File: src/rtl/srl_cascade_seq.sv
// Control sequencer for a cascaded SRLC32E chain: serial shift-in, full clear,
// and an address sweep that streams every stage's Q through a one-entry output slot.
module srl_cascade_seq #(
    parameter int N_STAGES = 4
) (
    input  logic                clk,
    input  logic                rst,
    input  logic                cmd_valid,
    output logic                cmd_ready,
    input  logic [1:0]          cmd_op,
    input  logic [7:0]          cmd_len,
    input  logic                din_valid,
    output logic                din_ready,
    input  logic                din_data,
    output logic                dout_valid,
    input  logic                dout_ready,
    output logic [N_STAGES-1:0] dout_data,
    output logic [4:0]          dout_addr,
    input  logic [N_STAGES-1:0] srl_q,
    output logic [4:0]          srl_a,
    output logic                srl_ce,
    output logic                srl_d,
    output logic                busy
);

    typedef enum logic [1:0] {
        S_IDLE  = 2'd0,
        S_SHIFT = 2'd1,
        S_READ  = 2'd2,
        S_CLEAR = 2'd3
    } state_t;

    localparam logic [8:0] CLEAR_LAST = 9'(32 * N_STAGES - 1);

    state_t              state_reg, state_next;
    logic [8:0]          cnt_reg, cnt_next;
    logic [4:0]          addr_reg, addr_next;
    logic                dout_valid_reg, dout_valid_next;
    logic [4:0]          dout_addr_reg, dout_addr_next;
    logic [N_STAGES-1:0] dout_data_reg, dout_data_next;
    logic                slot_free;
    logic                capture;
    logic                cnt_zero;

    // An unconsumed entry blocks further captures, so it is never overwritten.
    assign slot_free = !dout_valid_reg || dout_ready;
    assign capture   = (state_reg == S_READ) && slot_free;
    assign cnt_zero  = (cnt_reg == 9'd0);

    always_ff @(posedge clk) begin
        if (rst) begin
            state_reg      <= S_IDLE;
            cnt_reg        <= 9'd0;
            addr_reg       <= 5'd0;
            dout_valid_reg <= 1'b0;
            dout_addr_reg  <= 5'd0;
            dout_data_reg  <= '0;
        end else begin
            state_reg      <= state_next;
            cnt_reg        <= cnt_next;
            addr_reg       <= addr_next;
            dout_valid_reg <= dout_valid_next;
            dout_addr_reg  <= dout_addr_next;
            dout_data_reg  <= dout_data_next;
        end
    end

    always_comb begin
        state_next = state_reg;
        cnt_next   = cnt_reg;
        addr_next  = addr_reg;
        case (state_reg)
            S_IDLE: begin
                if (cmd_valid) begin
                    case (cmd_op)
                        2'd0: begin
                            state_next = S_SHIFT;
                            cnt_next   = {1'b0, cmd_len};
                        end
                        2'd1: begin
                            state_next = S_READ;
                            cnt_next   = {4'd0, cmd_len[4:0]};
                            addr_next  = 5'd0;
                        end
                        2'd2: begin
                            state_next = S_CLEAR;
                            cnt_next   = CLEAR_LAST;
                        end
                        default: state_next = S_IDLE;
                    endcase
                end
            end
            S_SHIFT: begin
                if (din_valid) begin
                    cnt_next = cnt_reg - 9'd1;
                    if (cnt_zero) state_next = S_IDLE;
                end
            end
            S_READ: begin
                if (slot_free) begin
                    cnt_next  = cnt_reg - 9'd1;
                    addr_next = addr_reg + 5'd1;
                    if (cnt_zero) state_next = S_IDLE;
                end
            end
            S_CLEAR: begin
                cnt_next = cnt_reg - 9'd1;
                if (cnt_zero) state_next = S_IDLE;
            end
            default: state_next = S_IDLE;
        endcase
    end

    always_comb begin
        dout_valid_next = dout_valid_reg;
        dout_addr_next  = dout_addr_reg;
        if (capture) begin
            dout_valid_next = 1'b1;
            dout_addr_next  = addr_reg;
        end else if (dout_ready) begin
            dout_valid_next = 1'b0;
        end
    end

    generate
        for (genvar gi = 0; gi < N_STAGES; gi++) begin : g_capture
            assign dout_data_next[gi] = capture ? srl_q[gi] : dout_data_reg[gi];
        end
    endgenerate

    // srl_a comes straight from addr_reg, so it is stable for the whole cycle before each capture.
    always_comb begin
        cmd_ready = 1'b0;
        busy      = 1'b1;
        din_ready = 1'b0;
        srl_a     = 5'd0;
        srl_ce    = 1'b0;
        srl_d     = 1'b0;
        case (state_reg)
            S_IDLE: begin
                cmd_ready = 1'b1;
                busy      = 1'b0;
            end
            S_SHIFT: begin
                din_ready = 1'b1;
                srl_ce    = din_valid;
                srl_d     = din_data;
            end
            S_READ:  srl_a  = addr_reg;
            S_CLEAR: srl_ce = 1'b1;
            default: ;
        endcase
    end

    assign dout_valid = dout_valid_reg;
    assign dout_addr  = dout_addr_reg;
    assign dout_data  = dout_data_reg;

endmodule
File: config.mk
export PLATFORM = sky130hd
export DESIGN_NAME = srl_cascade_seq
export DESIGN_NICKNAME = d
export VERILOG_FILES = /design/src/rtl/srl_cascade_seq.sv
export SDC_FILE = /design/constraint.sdc
export NUM_CORES = 1
export LEC_CHECK = 0
export CAP_MARGIN = 20
export CELL_PAD_IN_SITES_DETAIL_PLACEMENT = 1
export CELL_PAD_IN_SITES_GLOBAL_PLACEMENT = 1
export CORE_MARGIN = 4
export CORE_UTILIZATION = 31
export CTS_CLUSTER_DIAMETER = 80
export DETAILED_ROUTE_END_ITERATION = 10
export GPL_TIMING_DRIVEN = 0
export PLACE_DENSITY_LB_ADDON = 0.08
export SYNTH_ARGS = -nofsm -noshare
export SYNTH_HDL_FRONTEND = slang
export SYNTH_SLANG_ARGS = --single-unit
File: constraint.sdc
create_clock -name clk -period 1.8 [get_ports clk]
set_clock_uncertainty 0.15 [all_clocks]
set_input_delay 0.27 -clock clk [delete_from_list [all_inputs] [get_ports clk]]
set_output_delay 0.27 -clock clk [all_outputs]
set_load 0.05 [all_outputs]
==> reports/metrics.yaml, run 1 <==
r2r_end: "cnt_reg[4]$_SDFFE_PP0P_"
static-leakage-power_nw: 0.859
hp-start: "dout_addr[2]$_SDFFE_PP0P_"
cts.clk_slew.worst_paths_ps: 100
post-route-period-util_pct: 97.2
rows: 24
dpl.hpwl_um: 3400
crit_chain: "buf_6, and2b_2, and2_1, buf_4"
grt_start_max_net_pins: 15
fmax_ghz: 0.571
die_h_um: 76.4
htreeDepth: 1
coreArea_mm2: 0.00444
path_class: "reg -> out"
ys_seq_area_share_pct: 35.9
netlist_area_mm2: 0.00145
grt_overflow: 0
instances_no_fill: 284
reg2reg_slack_ps: 90
cp_max_fo: 7
clk-insertion-delay-late_ps: 270
ant_nets: 0
slew_headroom_pct: 67.5
ir_worst_vdd_v: 0.000402
antenna_found_initial: 0
die_w_um: 76.4
vias: 1571
nNetsFinal: 258
syn_avg_cell_area_um2: 8.01
wl_per_cell_um: 16.1
powerDensity_mw_per_mm2: 849
start_kind: "flop"
fp.dieArea_mm2: 0.00584
grt_pass1_vias: 1625
syn_inst: 181
period_minus_slack_ps: 1750
synth-main-ff-cell: "dfxtp_1"
cts-root-buf: "clkbuf_8"
grt_pass1_wl_um: 7780
synthesis.nets: 206
synthArstFlopShare_pct: 0
hold_end: "dout_addr[2]$_SDFFE_PP0P_"
diodes: 0
synth_edf_count: 0
via_per_inst: 5.53
cts_sinks: 26
synth_cell_type_count: 38
slowest_stage: "dfxtp_2"
critical_path.endpoint_type: "primary output"
initial_core_util_pct: 32.6
worstPathRequired_ps: 1380
hold_viol_final: 0
yosysWarnings: 0
drt-initial-drc-count: 53
drive_gt1_share_pct: 26.7
gp_congestion: 0.849
area_growth_pct: 49.5
synth_seq_cells: 26
numCtsBuffers: 3
worstMarginPinSlew_ps: 489
worst_path_largest_cell_delay_ps: 350
path_buf_inv: 2
max_cap_viol_count: 0
dp.cells: 272
r2r-start: "cnt_reg[1]$_SDFFE_PP0P_"
hold_depth: 2
cts_buffer_depth: 2
p_total_mw: 1.84
drcViolationCount: 0
crit_arrival_ps: 1330
path_delay_family: "simple AND/OR/NAND/NOR gates"
reg2reg_depth: 7
setup_viol: 0
portBuffers: 39
hold_class: "reg -> reg"
ios: 40
outcome: "completed"
slew_viol_final: 0
grt_usage_pct: 15.8
largest_reg_flops: 9
firstDrtPassIters: 4
cts_tree: "built"
wl_um: 4570
layer usage:
layer / wire [µm] / part of all wire, % / GRT usage (%) / vias to the layer above
met5: 0 / 0 / 0 / -
met4: 46 / 1.0 / 4.17 / 0
met3: 200 / 4.4 / 2.96 / 6
met2: 2350 / 51 / 27.8 / 38
met1: 1970 / 43 / 19.8 / 764
li1: - / - / - / 763
metrics by stage:
stage | area, µm² | hold WS [ps] | worst slack (ps) | util, % | setup TNS [ps]
2_1_floorplan | 1470 | 223 | -60.7 | - | -60.7
3_3_place_gp | 1920 | 291 | -628 | 43.3 | -14610
3_5_place_dp | 1920 | 302 | -693 | 43.3 | -16580
4_1_cts | 2090 | 313 | 0.976 | 46.9 | 0
5_1_grt | 2170 | 339 | -16.3 | 48.8 | -16.3
6_report | 2170 | 310 | 50.0 | 48.8 | 0
cells in the mapped netlist (2+ instances only):
cell type	count	area, µm²
nand2_1	24	90.1
nand2b_1	7	43.8
ha_1	5	62.6
nor2_1	6	22.5
nor4_1	5	31.3
mux2i_1	2	20.0
inv_1	8	30.0
buf_2	2	10.0
and2_1	7	43.8
a31oi_1	5	31.3
dfxtp_1	26	521
clkbuf_1	9	33.8
o21ai_0	4	20.0
or4_1	3	22.5
o31ai_1	7	52.6
a21oi_1	27	135
o41ai_1	2	17.5
nor3_1	6	30.0
nor3b_1	2	15.0
o311ai_1	5	43.8
o221a_1	2	22.5
cell families (layout without fill, tap and decap cells):
group,Yosys count,after routing,synth area share [%]
adder cells (fa/ha/maj),5,5,4.31
multiplexers,3,3,2.42
buffers and inverters,21,72,6.13
AO/OA/AOI/OAI,59,59,26.9
AND/OR/NAND/NOR,67,67,24.3
flip-flops,26,26,35.9
area by class of cell:
type | instances | area, µm²
buffer | 9 | 86.3
fill | 532 | 2280
inverter | 9 | 33.8
tap | 52 | 65.1
timing repair buffer | 50 | 435
sequential | 26 | 528
multi-input combinational | 134 | 965
clock buffer | 4 | 55.1
layout by cell type, fill, tap and decap left out, drive strengths merged, types with 2 or more instances in the layout:
cell type,n
a21oi,27
dfxtp,26
buf,25
nand2,24
clkdlybuf4s50,16
dlygate4sd2,13
clkbuf,9
inv,9
o31ai,7
and2,7
nor2,7
nand2b,7
nor3,6
a31oi,5
o21ai,5
o311ai,5
ha,5
nor4,5
or4,3
mux2i,2
o221a,2
o41ai,2
nor3b,2
report_power, final:
| group | switching (mW) | total [mW] | internal (mW) |
|---|---|---|---|
| Combinational | 0.426 | 0.765 | 0.338 |
| Sequential | 0.0635 | 0.690 | 0.626 |
| Clock | 0.191 | 0.386 | 0.195 |
worst max path at each step:
stage | endpoint | from | cells past startpoint | slack [ps]
after floorplan | srl_d | state_reg[0]$_SDFFE_PP0P_ | 3 | -60
after global routing | cnt_reg[8]$_SDFFE_PP0P_ | cnt_reg[4]$_SDFFE_PP0P_ | 4 | -20
final | srl_a[0] | state_reg[1]$_SDFFE_PP0P_ | 4 | 50
after detailed placement | cnt_reg[0]$_SDFFE_PP0P_ | cmd_op[0] | 8 | -690
after CTS | cnt_reg[8]$_SDFFE_PP0P_ | cnt_reg[4]$_SDFFE_PP0P_ | 4 | 1
after global placement | cnt_reg[0]$_SDFFE_PP0P_ | cmd_op[0] | 8 | -630
what timing repair did:
action                                  CTS  global route
hold buffers                              0             0
gates resized for setup                 101            18
endpoints found under the setup margin   45            24
pin swaps                                 2             2
gates cloned                              1             1
setup buffers                             6             3
tightest hold or removal path, delay by kind of cell (launching register included):
family             cells  cell delay (ps)
AOI/OAI and AO/OA      1               50
DFF                    1              320
and+or+nand+nor        1               50
Power figures use the tool's default switching activity.
==> run 2: changes to the inputs <==
- CELL_PAD_IN_SITES_DETAIL_PLACEMENT: 1 -> 2
- CELL_PAD_IN_SITES_GLOBAL_PLACEMENT: 1 -> 2
- CORE_UTILIZATION: 31 -> 24
==> run 2 against run 1 <==
  * Core utilization shrank 9.6 points
  * Combinational power grew 11%
  * Largest cell class unchanged
  * Register-to-register slack got worse by 70 ps
  * Wire length grew 33%
  * Die area grew 26%
  * Largest power group unchanged
  * Maximum frequency decreased by 1.8%
  * Non-clock buffer count is 5 higher
  * Clock power increased by 34%
  * Critical path depth grew 3
==> reports/metrics.yaml, run 2 (synthesis results as in run 1) <==
rsz0062_at_grt: "true"
cts_buffer_depth: 2  # unchanged
htreeDepth: 1  # unchanged
grt_overflow: 0  # unchanged
layout_common_cells: "a21oi_1, nand2_1, dfxtp_1"
die_w_um: 85.7  # +12%
crit_chain: "buf_8, nor2_4, inv_4, nor4_4, buf_4, a211oi_2, o221a_1"
p_total_mw: 2.07  # +12%
initial_core_util_pct: 24.6  # -8.0 points
slowest_stage: "dfxtp_2"
reg2reg_depth: 7  # unchanged
cts_tree: "built"
portBuffers: 39  # unchanged
period_minus_slack_ps: 1780  # +32.6 ps
ant_nets: 0  # unchanged
cts_sinks: 26  # unchanged
hold_class: "reg -> reg"
hold_depth: 2  # unchanged
p_int_mw: 1.30  # +12%
grt_start_max_net_pins: 16  # +1
postLayoutCellArea_mm2: 0.00231  # +6.3%
diodes: 0  # unchanged
dpl.hpwl_um: 4120  # +21%
post_dp_cell_area_mm2: 0.00195  # +1.5%
worstMarginPinSlew_ps: 508  # +18.9 ps
outcome: "completed"
clk-insertion-delay-late_ps: 280  # about the same
antenna_found_initial: 0  # unchanged
via_per_inst: 5.17  # -6.5%
fin_util_pct: 39.2  # -9.6 points
hp-start: "dout_data[3]$_SDFFE_PP0P_"
firstDrtPassIters: 3  # -1
ir_worst_vdd_v: 0.000370  # -7.9%
final_common_cell: "a21oi_1"
max_cap_viol_count: 0  # unchanged
drt-initial-drc-count: 47  # -11%
cp_max_fo: 7  # unchanged
slew_headroom_pct: 66.3  # -1.3 points
multi_input_area_um2: 980  # +1.6%
ios: 40  # unchanged
nNetsFinal: 263  # +1.9%
r2r_end: "cnt_reg[0]$_SDFFE_PP0P_"
setup_viol: 0  # unchanged
vias: 1613  # +2.7%
fp.dieArea_mm2: 0.00735  # +26%
largest_reg_flops: 9  # unchanged
worstPathRequired_ps: 1830  # +450 ps
wl_per_cell_um: 19.5  # +21%
setup_slack_ps: 17.4  # -32.6 ps
regArea_um2: 532  # +0.71%
grt_pass1_wl_um: 9670  # +24%
crit_arrival_ps: 1820  # +490 ps
pre_cts_ws_ps: -765  # -71.6 ps
path_class: "reg -> reg"
die_h_um: 85.7  # +12%
fmax_ghz: 0.561  # -1.8%
reg2reg_slack_ps: 20  # -70 ps
fin_hold_ws_ps: 316  # +6.23 ps
switchingPower_uw: 765  # +12%
r2r-start: "state_reg[1]$_SDFFE_PP0P_"
hold_viol_final: 0  # unchanged
start_kind: "flop"
hold_end: "dout_data[3]$_SDFFE_PP0P_"
n_fill_cell: 664  # +25%
dp.cells: 295  # +8.5%
power_frac_seq_pct: 34.0  # -3.5 points
coreArea_mm2: 0.00589  # +32%
static-leakage-power_nw: 0.898  # +4.5%
wl_um: 6090  # +33%
area_growth_pct: 59.0
grt_pass1_vias: 1808  # +11%
cts.clk_slew.worst_paths_ps: 100  # about the same
critical_path.endpoint_type: "flop"
gp_congestion: 0.826  # -2.8%
pwr-share-clk_pct: 25.1  # +4.1 points
numCtsBuffers: 3  # unchanged
grt_usage_pct: 16.9  # +1.0 points
worst_path_largest_cell_delay_ps: 360  # about the same
drcViolationCount: 0  # unchanged
powerDensity_mw_per_mm2: 896  # +5.6%
instances_no_fill: 312  # +9.9%
drive_gt1_share_pct: 28.7  # +2.0 points
rows: 28  # +17%
switching_share_pct: 37.0  # +0.075 points
post-route-period-util_pct: 99.0  # +1.8 points
cts-root-buf: "clkbuf_8"
p_comb_share_pct: 41.0  # -0.6 points
slew_viol_final: 0  # unchanged
fin_setup_tns_ps: 0  # unchanged
## run 2: worst max-delay path, delay by kind of cell (launching register included)
kind                   cells  cell delay (ps)
flip-flops                 1              360
AO/OA/AOI/OAI              2              300
AND/OR/NAND/NOR            2              470
buffers and inverters      3              420
## run 2: final cells by class
cell class                      instances  share of cell area [%]
Sequential cell                        26                    23.1
Clock buffer                            3                    1.79
Inverter                                9                    1.57
Timing Repair Buffer                   55                    21.4
Buffer                                  9                    4.34
Tap cell                               75                    4.07
Clock inverter                          1                    1.30
Multi-Input combinational cell        134                    42.5
## run 2: power by group through the flow
| stage | clock network [mW] | registers [mW] | logic, mW |
|---|---|---|---|
| detailed placement | 0 | 0.692 | 0.641 |
| CTS | 0.530 | 0.690 | 0.761 |
| global route | 0.566 | 0.709 | 0.918 |
| floorplan | 0 | 0.706 | 0.393 |
| finish | 0.518 | 0.702 | 0.847 |
| global placement | 0 | 0.687 | 0.614 |
## run 2: worst max-delay path by stage
stage	start	to	slack [ps]	cells past startpoint
6_report	state_reg[1]$_SDFFE_PP0P_	cnt_reg[0]$_SDFFE_PP0P_	20	7
5_1_grt	state_reg[1]$_SDFFE_PP0P_	cnt_reg[0]$_SDFFE_PP0P_	-80	7
2_1_floorplan	state_reg[0]$_SDFFE_PP0P_	srl_d	-60	3
4_1_cts	state_reg[1]$_SDFFE_PP0P_	cnt_reg[0]$_SDFFE_PP0P_	-5	7
3_5_place_dp	cmd_op[0]	cnt_reg[0]$_SDFFE_PP0P_	-760	8
3_3_place_gp	cmd_op[0]	cnt_reg[0]$_SDFFE_PP0P_	-670	8
## run 2: per-layer routing
layer	GRT usage, %	vias up	wire (µm)
li1	-	770	-
met1	18.7	804	2470
met2	32.6	29	3330
met3	2.88	10	180
met4	4.89	0	104
met5	0	-	0
## run 2: repair_timing
action / 4_1_cts / 5_1_grt
pin swaps: 4 / 6
setup endpoints to repair: 45 / 32
gates cloned: 2 / 0
resized for setup: 109 / 21
buffers inserted: 9 / 5
hold buffers: 0 / 0
==> run 3: changes to the inputs <==
- CORE_UTILIZATION: 24 -> 27
- clock period: 1.8 -> 2 ns (I/O delays scaled with it)
==> run 3 against run 2 <==
  * Non-clock buffer count fell by 11
  * Final cell count fell by 5.1%
  * Clock-buffer cell count did not move
  * Global-route usage rose by 0.18 points
  * Sequential share of layout area rose by 2.1 points
  * Via count fell by 1.7%
  * Register-to-register slack improved by 160 ps
  * First-iteration DRC count fell by 19%
  * Critical path type is now in -> reg
==> reports/metrics.yaml, run 3 (synthesis results as in run 1) <==
dpl.hpwl_um: 4000  # -2.9%
fmax_ghz: 0.507
worstMarginPinSlew_ps: 678  # +170 ps
cts_buffer_depth: 2  # unchanged
path_class: "in -> reg"
hold_viol_final: 0  # unchanged
diodes: 0  # unchanged
crit_top_cell: "a21oi_1"
final_common_cell: "clkdlybuf4s50_1"
max_cap_viol_count: 0  # unchanged
crit_chain: "clkdlybuf4s50_1, inv_1, ha_2, and3b_1, a21oi_1, or4_1, a21oi_1"
drt-initial-drc-count: 38  # -19%
setup_slack_ps: 25.8  # +8.40 ps
cts_tree: "built"
die_h_um: 81.3  # -5.2%
clk-insertion-delay-late_ps: 270  # about the same
die_w_um: 81.3  # -5.2%
rsz0062_at_grt: "true"
gp_congestion: 0.771  # -6.6%
coreArea_mm2: 0.00517  # -12%
ir_worst_vdd_v: 0.000347  # -6.2%
hold_class: "reg -> reg"
wl_per_cell_um: 17.8  # -8.9%
period_minus_slack_ps: 1970
grt_overflow: 0  # unchanged
grt_start_max_net_pins: 16  # unchanged
worstPathRequired_ps: 2060  # +230 ps
pre_cts_ws_ps: -623  # +141 ps
setup_viol: 0  # unchanged
nNetsFinal: 252  # -4.2%
slew_viol_final: 0  # unchanged
vias: 1585  # -1.7%
path_delay_family: "simple AND/OR/NAND/NOR gates"
postLayoutCellArea_mm2: 0.00207  # -10%
fp.dieArea_mm2: 0.00661  # -10%
drcViolationCount: 0  # unchanged
powerDensity_mw_per_mm2: 819  # -8.6%
via_per_inst: 5.35  # +3.6%
grt_usage_pct: 17.1  # +0.18 points
drive_gt1_share_pct: 16.8  # -12 points
critical_path.endpoint_type: "flop"
slew_headroom_pct: 54.4  # -12 points
cts_sinks: 26  # unchanged
slowest_stage: "or4_1"
area_growth_pct: 43.1
firstDrtPassIters: 4  # +1
post_dp_cell_area_mm2: 0.00194  # -0.70%
layout_common_cells: "clkdlybuf4s50_1, a21oi_1, dfxtp_1"
htreeDepth: 1  # unchanged
grt_pass1_vias: 1782  # -1.4%
ant_nets: 0  # unchanged
wl_um: 5260  # -14%
static-leakage-power_nw: 0.753  # -16%
portBuffers: 39  # unchanged
antenna_found_initial: 0  # unchanged
largest_reg_flops: 9  # unchanged
ios: 40  # unchanged
n_fill_cell: 591  # -11%
start_kind: "input pin"
numCtsBuffers: 3  # unchanged
p_total_mw: 1.70  # -18%
hold_buffers: 0  # unchanged
cts-root-buf: "clkbuf_8"
grt_pass1_wl_um: 8800  # -8.9%
cp_max_fo: 7  # unchanged
post-route-period-util_pct: 98.7
rows: 26  # -7.1%
cts.clk_slew.worst_paths_ps: 100  # about the same
worst_path_largest_cell_delay_ps: 510  # +150 ps
path_buf_inv: 2  # -1
outcome: "completed"
initial_core_util_pct: 28.0  # +3.4 points
crit_arrival_ps: 2040  # +220 ps
==> run 3: repair_timing <==
action                     CTS  global route
setup buffers                0             4
setup endpoints to repair   29            23
pin swaps                    0             1
gates resized for setup     62            12
==> run 3: final timing paths <==
check / depth (start not counted) / startpoint / slack [ps] / end
setup / recovery: 7 / cmd_op[1] / 30 / addr_reg[3]$_SDFFE_PP0P_
hold / removal: 2 / dout_data[3]$_SDFFE_PP0P_ / 320 / dout_data[3]$_SDFFE_PP0P_
setup reg to reg: 5 / state_reg[0]$_SDFFE_PP0P_ / 180 / cnt_reg[0]$_SDFFE_PP0P_
hold reg to reg: 2 / dout_data[3]$_SDFFE_PP0P_ / 320 / dout_data[3]$_SDFFE_PP0P_
==> run 3: power by group <==
part	leakage (nW)	total [mW]	switching, mW	internal, mW
logic	0.505	0.625	0.369	0.256
registers	0.212	0.618	0.0557	0.562
clock network	0.0357	0.456	0.188	0.268
total	0.753	1.70	0.612	1.09
==> run 3: stage by stage <==
| stage | utilization [%] | setup TNS, ps | hold WS (ps) | instances |
|---|---|---|---|---|
| floorplan | - | -9.62 | 253 | 181 |
| global placement | 37.5 | -9910 | 292 | 290 |
| detailed placement | 37.5 | -12660 | 310 | 290 |
| CTS | 38.8 | 0 | 326 | 292 |
| global route | 40.1 | -75.4 | 350 | 296 |
| finish | 40.1 | 0 | 317 | 296 |
==> run 3: layout make-up <==
class	count	area (µm²)	area share, %
Buffer	10	73.8	3.56
Clock buffer	3	41.3	1.99
Clock inverter	1	30.0	1.45
Inverter	9	33.8	1.63
Multi-Input combinational cell	134	887	42.8
Sequential cell	26	522	25.2
Tap cell	70	87.6	4.22
Timing Repair Buffer	43	399	19.2
==> run 3: tightest hold or removal path, stage by stage, from the launching register on <==
cell,delay [ps]
dfxtp_1,320
nand2_1,50
a21oi_1,50
==> run 3: per-layer routing <==
layer	track usage [%]	vias to the layer above	part of all wire, %
li1	-	748	-
met1	19.7	810	42
met2	31.4	25	55
met3	2.66	2	2.6
met4	6.25	0	0.40
met5	0	-	0
